==> src/rtl/ula_arbiter.sv <==
// ula_arbiter: round-robin sharing of one ula_k ALU between two requesters.
// Operands are registered onto the ALU, held for ALU_LATENCY cycles, and the
// sampled result/overflow is returned on the owner's response handshake.
module ula_arbiter #(
  parameter int unsigned WIDTH       = 8,
  parameter int unsigned ALU_LATENCY = 1
) (
  input  logic             clk,
  input  logic             rst,
  input  logic             req0_valid,
  output logic             req0_ready,
  input  logic [WIDTH-1:0] req0_op1,
  input  logic [WIDTH-1:0] req0_op2,
  input  logic [7:0]       req0_code,
  input  logic             req1_valid,
  output logic             req1_ready,
  input  logic [WIDTH-1:0] req1_op1,
  input  logic [WIDTH-1:0] req1_op2,
  input  logic [7:0]       req1_code,
  output logic             rsp0_valid,
  input  logic             rsp0_ready,
  output logic [WIDTH-1:0] rsp0_result,
  output logic             rsp0_overflow,
  output logic             rsp0_error,
  output logic             rsp1_valid,
  input  logic             rsp1_ready,
  output logic [WIDTH-1:0] rsp1_result,
  output logic             rsp1_overflow,
  output logic             rsp1_error,
  output logic [WIDTH-1:0] alu_operator1,
  output logic [WIDTH-1:0] alu_operator2,
  output logic [7:0]       alu_operation,
  input  logic [WIDTH-1:0] alu_result,
  input  logic             alu_overflow
);

  localparam int unsigned CNT_W    = (ALU_LATENCY < 2) ? 1 : $clog2(ALU_LATENCY + 1);
  localparam logic [7:0]  CODE_MAX = 8'd5;

  typedef enum logic [1:0] {IDLE, EXEC, RESP} state_e;

  state_e                      state_q, state_d;
  logic                        last_grant_q, last_grant_d;
  logic                        owner_q, owner_d;
  logic [CNT_W-1:0]            cnt_q, cnt_d;
  logic [WIDTH-1:0]            op1_q, op1_d, op2_q, op2_d;
  logic [7:0]                  code_q, code_d;
  logic [1:0]                  rsp_valid_q, rsp_valid_d;
  logic [1:0][WIDTH-1:0]       rsp_result_q, rsp_result_d;
  logic [1:0]                  rsp_ovf_q, rsp_ovf_d;
  logic [1:0]                  rsp_err_q, rsp_err_d;

  logic                        grant_c;
  logic                        accept_c;
  logic [WIDTH-1:0]            sel_op1_c, sel_op2_c;
  logic [7:0]                  sel_code_c;
  logic                        sel_rsp_ready_c;

  // Round-robin grant: a tie goes to the requester not served last
  always_comb begin
    grant_c = 1'b0;
    if (req0_valid && req1_valid) begin
      grant_c = ~last_grant_q;
    end else if (req1_valid) begin
      grant_c = 1'b1;
    end
    accept_c        = (state_q == IDLE) && (req0_valid || req1_valid) && !rst;
    sel_op1_c       = grant_c ? req1_op1  : req0_op1;
    sel_op2_c       = grant_c ? req1_op2  : req0_op2;
    sel_code_c      = grant_c ? req1_code : req0_code;
    sel_rsp_ready_c = owner_q ? rsp1_ready : rsp0_ready;
  end

  assign req0_ready = accept_c && !grant_c;
  assign req1_ready = accept_c && grant_c;

  // Next-state and next-output computation for the controller
  always_comb begin
    state_d      = state_q;
    last_grant_d = last_grant_q;
    owner_d      = owner_q;
    cnt_d        = cnt_q;
    op1_d        = op1_q;
    op2_d        = op2_q;
    code_d       = code_q;
    rsp_valid_d  = rsp_valid_q;
    rsp_result_d = rsp_result_q;
    rsp_ovf_d    = rsp_ovf_q;
    rsp_err_d    = rsp_err_q;
    case (state_q)
      IDLE: begin
        if (accept_c) begin
          last_grant_d = grant_c;
          owner_d      = grant_c;
          if (sel_code_c <= CODE_MAX) begin
            op1_d   = sel_op1_c;
            op2_d   = sel_op2_c;
            code_d  = sel_code_c;
            cnt_d   = CNT_W'(ALU_LATENCY);
            state_d = EXEC;
          end else begin
            // Invalid code bypasses the ALU and answers with an error
            rsp_result_d[grant_c] = '0;
            rsp_ovf_d[grant_c]    = 1'b0;
            rsp_err_d[grant_c]    = 1'b1;
            rsp_valid_d[grant_c]  = 1'b1;
            state_d               = RESP;
          end
        end
      end
      EXEC: begin
        cnt_d = cnt_q - CNT_W'(1);
        if (cnt_q == CNT_W'(1)) begin
          rsp_result_d[owner_q] = alu_result;
          rsp_ovf_d[owner_q]    = alu_overflow;
          rsp_err_d[owner_q]    = 1'b0;
          rsp_valid_d[owner_q]  = 1'b1;
          state_d               = RESP;
        end
      end
      RESP: begin
        if (rsp_valid_q[owner_q] && sel_rsp_ready_c) begin
          rsp_valid_d[owner_q] = 1'b0;
          state_d              = IDLE;
        end
      end
      default: state_d = IDLE;
    endcase
  end

  // State and output registers
  always_ff @(posedge clk or posedge rst) begin
    if (rst) begin
      state_q      <= IDLE;
      last_grant_q <= 1'b1;
      owner_q      <= 1'b0;
      cnt_q        <= '0;
      op1_q        <= '0;
      op2_q        <= '0;
      code_q       <= '0;
      rsp_valid_q  <= '0;
      rsp_result_q <= '0;
      rsp_ovf_q    <= '0;
      rsp_err_q    <= '0;
    end else begin
      state_q      <= state_d;
      last_grant_q <= last_grant_d;
      owner_q      <= owner_d;
      cnt_q        <= cnt_d;
      op1_q        <= op1_d;
      op2_q        <= op2_d;
      code_q       <= code_d;
      rsp_valid_q  <= rsp_valid_d;
      rsp_result_q <= rsp_result_d;
      rsp_ovf_q    <= rsp_ovf_d;
      rsp_err_q    <= rsp_err_d;
    end
  end

  assign alu_operator1 = op1_q;
  assign alu_operator2 = op2_q;
  assign alu_operation = code_q;
  assign rsp0_valid    = rsp_valid_q[0];
  assign rsp1_valid    = rsp_valid_q[1];
  assign rsp0_result   = rsp_result_q[0];
  assign rsp1_result   = rsp_result_q[1];
  assign rsp0_overflow = rsp_ovf_q[0];
  assign rsp1_overflow = rsp_ovf_q[1];
  assign rsp0_error    = rsp_err_q[0];
  assign rsp1_error    = rsp_err_q[1];

endmodule
==> config.mk <==
export PLATFORM = sky130hd
export DESIGN_NAME = ula_arbiter
export DESIGN_NICKNAME = d
export VERILOG_FILES = /design/src/rtl/ula_arbiter.sv
export SDC_FILE = /design/constraint.sdc
export NUM_CORES = 1
export LEC_CHECK = 0
export ABC_AREA = 1
export BUFFER_PORTS_ARGS = -buffer_cell sky130_fd_sc_hd__buf_4
export CORE_ASPECT_RATIO = 1.5
export CORE_UTILIZATION = 51
export DETAILED_ROUTE_END_ITERATION = 16
export PLACE_DENSITY_LB_ADDON = 0.25
export SYNTH_ARGS = -nofsm -noshare
export SYNTH_HDL_FRONTEND = slang
export SYNTH_SLANG_ARGS = --single-unit
==> constraint.sdc <==
create_clock -name clk -period 3.4 [get_ports clk]
set_input_delay 0.34 -clock clk [delete_from_list [all_inputs] [get_ports clk]]
set_output_delay 0.34 -clock clk [all_outputs]
set_load 0.005 [all_outputs]
==> flow_summary_export.csv <==
group,metric,value,unit
run_status,outcome,"complete, no violations",
synth,synth_enable_flop_cells,0,
sta,fin_skew,0.00957,ns
synth,synth_nets,396,
routing,drc_violation_count_after_routing,0,
grt,global_route_wire_length_before_repair,9.82,mm
sta,timing.hold.ws,0.223,ns
routing,wire_per_inst,11.8,µm
placement,post_placement_worst_setup_slack,1.14,ns
placement,final_estimated_routing_congestion_in_global_placement,0.824,
synth,async_reset_ff_share,100,%
sta,fin_setup_tns,0,ns
grt,grt_start_max_net_pins,52,
power_and_ir_drop,power_density,521,nW/µm²
floorplanning,placeableCoreArea,4770,µm²
final_layout,final_common_cell,"nand2_1",
synth,ys_ff_latch,51,
worst_setup_path,cp-start-kind,"flop",
floorplanning,initial_standard_cell_utilization_of_the_core,52.8,%
sta,slew-limit-headroom,58.1,%
grt,vias_in_the_first_global_route,2298,
grt,antenna_found_initial,0,
clock_network,hold_buffers,0,
floorplanning,die_h,88.1,µm
sta,hold_viol,0,
sta,clock.fmax,0.443,GHz
synth,yosys_warnings,0,
worst_setup_path,worstPathCellList,"nand2_2, nand2_4, inv_2, nand2_1, nand2_1, nor2_4, and2_4, nand2_2, nand2_1, nand2_1",
worst_setup_path,worst_ep_required_time,3.60,ns
sta,setup_slack_of_the_critical_path_after_layout,1.14,ns
synth,synthesis.area_per_instance,7.56,µm²
worst_setup_path,crit_path_top_delay_cell,"dfstp_2",
placement,port-buffer-count,110,
floorplanning,boundaryPins,111,
floorplanning,fp-row-count,31,
worst_setup_path,worstSetupPathDepth,10,
synth,synth_top_flop_cell,"dfrtp_1",
final_layout,fin_util,73.3,%
worst_setup_path,cp.arrival,2.46,ns
run,drv_cap,0,
clock_network,ctsLongestPathBuffers,2,
clock_network,clkTransAtPathRegs,0.10,ns
synth,main_combinational_cell_family_by_area_after_synthesis,"simple AND/OR/NAND/NOR gates",
final_layout,final_cell_mix,"nand2_1, buf_4, dfrtp_1",
worst_setup_path,cp_top_family,"simple AND/OR/NAND/NOR gates",
clock_network,number_of_buffers_created_by_cts,5,
clock_network,clock_sink_count,51,
final_layout,finish.net_count,506,
synth,synth_cell_types,26,
clock_network,cts_resized,0,
synth,synth-compound-area-share,1.89,%
grt,track_usage,25.0,%
worst_setup_path,worst-r2r-cell-count,10,
routing,antenna_violating_nets_post_route,0,
final_layout,layout-area-overhead-vs-synth,38.9,%
sta,setup_violations,0,
worst_setup_path,delay_contributed_by_the_slowest_stage_of_the_critical_path,0.55,ns
routing,first_iter_violations,114,
synth,synth.mux.area_fraction,0,%
synth,synth_xor_area_share,0,%
clock_network,clock_latency,0.31,ns
clock_network,tritoncts,"built",
floorplanning,dieWidth,59.4,µm
worst_setup_path,worstPathBufferInverterCount,1,
final_layout,antenna-diode-count,0,
clock_network,root_buffer_cell,"clkbuf_8",
sta,final_min_period_over_clock_period,66.4,%
power_and_ir_drop,vdd_ir_drop_max,0.334,mV
worst_setup_path,crit_path_end_kind,"flop",
worst_setup_path,worst_path_most_repeated_cell,"nand2_1",
sta,timing.final.crit_period,2.26,ns
sta,slew_at_the_pin_closest_to_its_max_slew_limit,0.629,ns
grt,globalRouteOverflowTotal,0,
synth,synth.yosys.seq_area_share,50.7,%
synth,count_of_mapped_cells_out_of_synthesis,333,
sta,max_slew_violations,0,
routing,drt_pre_antenna_iters,5,
synth,synth-adder-area-share,0,%
worst_setup_path,worstSetupPathType,"reg2reg",
clock_network,cts-htree-levels,2,
power_and_ir_drop,leakagePower,2.17,nW
sta,rsz0062_at_grt,"no",
placement,dpl.hpwl,4.59,mm
routing,num_vias,2441,
worst_setup_path,reg2reg_slack,1.14,ns
routing,detail_route.vias_per_cell,4.79,
synth,synth-simple-area-share,41.4,%
floorplanning,die_area,5230,µm²
synth,mappedNetlistArea,2520,µm²
worst_setup_path,timing.critical_path.fanout_max,28,
routing,drt-total-wl,6.04,mm
clock_network,cts_post_setup_buffers_inserted,0,
final_layout,post_route_cells_drive_above_1_share,32.0,%
worst_hold_path,hold_path.class,"in2async",
[cells by family after synthesis]
kind of cell | Yosys count
AND/OR/NAND/NOR | 239
buffers and inverters | 34
AO/OA/AOI/OAI | 9
flip-flops | 51
[cells in the mapped netlist, types with 2 or more instances]
cell,number,area share [%]
nor2_2,2,0.50
nand3b_1,4,1.2
nand2_2,5,1.2
nor2_1,5,0.75
dfrtp_1,50,50
buf_4,3,0.89
nor2_4,3,1.3
inv_1,23,3.4
buf_2,3,0.60
a21oi_1,2,0.40
nand3_2,4,1.6
inv_2,2,0.30
o21ai_0,6,1.2
nand2_1,198,30
nand3_1,11,2.2
nand4_1,2,0.50
[registers in the layout, summed over array words and instances (netlist names), 2 cells and up]
| name | cells |
|---|---|
| rsp1_result | 8 |
| rsp_valid_q | 2 |
| alu_operator2 | 8 |
| alu_operation | 8 |
| rsp_err_q | 2 |
| rsp0_result | 8 |
| alu_operator1 | 8 |
| rsp_ovf_q | 2 |
| state_q | 2 |
[final timing paths]
kind,startpoint,end
hold / removal,rst,rsp1_result[3]
min in group clk,alu_result[7],rsp0_result[7]
setup / recovery,last_grant_q,alu_operation[0]
setup reg to reg,last_grant_q,alu_operation[0]
hold reg to reg,rsp1_result[2],rsp1_result[2]
max in group asynchronous,rst,rsp_valid_q[0]
[per-stage QoR]
step                      total power, mW  std cells  instance area [µm²]
after floorplan                      1.14        333                 2520
after global placement               1.38        502                 3380
after detailed placement             1.40        502                 3380
after CTS                            1.84        510                 3500
after global routing                 1.94        510                 3500
final                                1.82        510                 3500
[tightest hold or removal path: stages]
cell and delay (ns):
buf_4 0.11, inv_2 0.05, buf_4 0.52
[final cells by class]
cell class / count / area (µm²)
fillers: 384 / 1270
clock inverters: 3 / 47.5
inverters: 26 / 97.6
well taps: 66 / 82.6
repair buffers: 111 / 833
multi-input cells: 248 / 1090
flip-flops and latches: 51 / 1280
clock buffers: 5 / 68.8
[where the power goes]
| group | switching [mW] | internal, mW | leakage [nW] |
|---|---|---|---|
| clock | 0.210 | 0.223 | 0.0587 |
| combinational | 0.328 | 0.269 | 1.43 |
| sequential | 0.0809 | 0.712 | 0.685 |
[per-layer routing]
layer	up-vias	global-route usage [%]	share of wire, %
met3	9	4.58	5.2
met2	90	46.5	55
met4	0	10.2	1.4
met5	-	0	0
li1	1224	-	-
met1	1118	27.0	38
(Power assumes the default switching activity.)
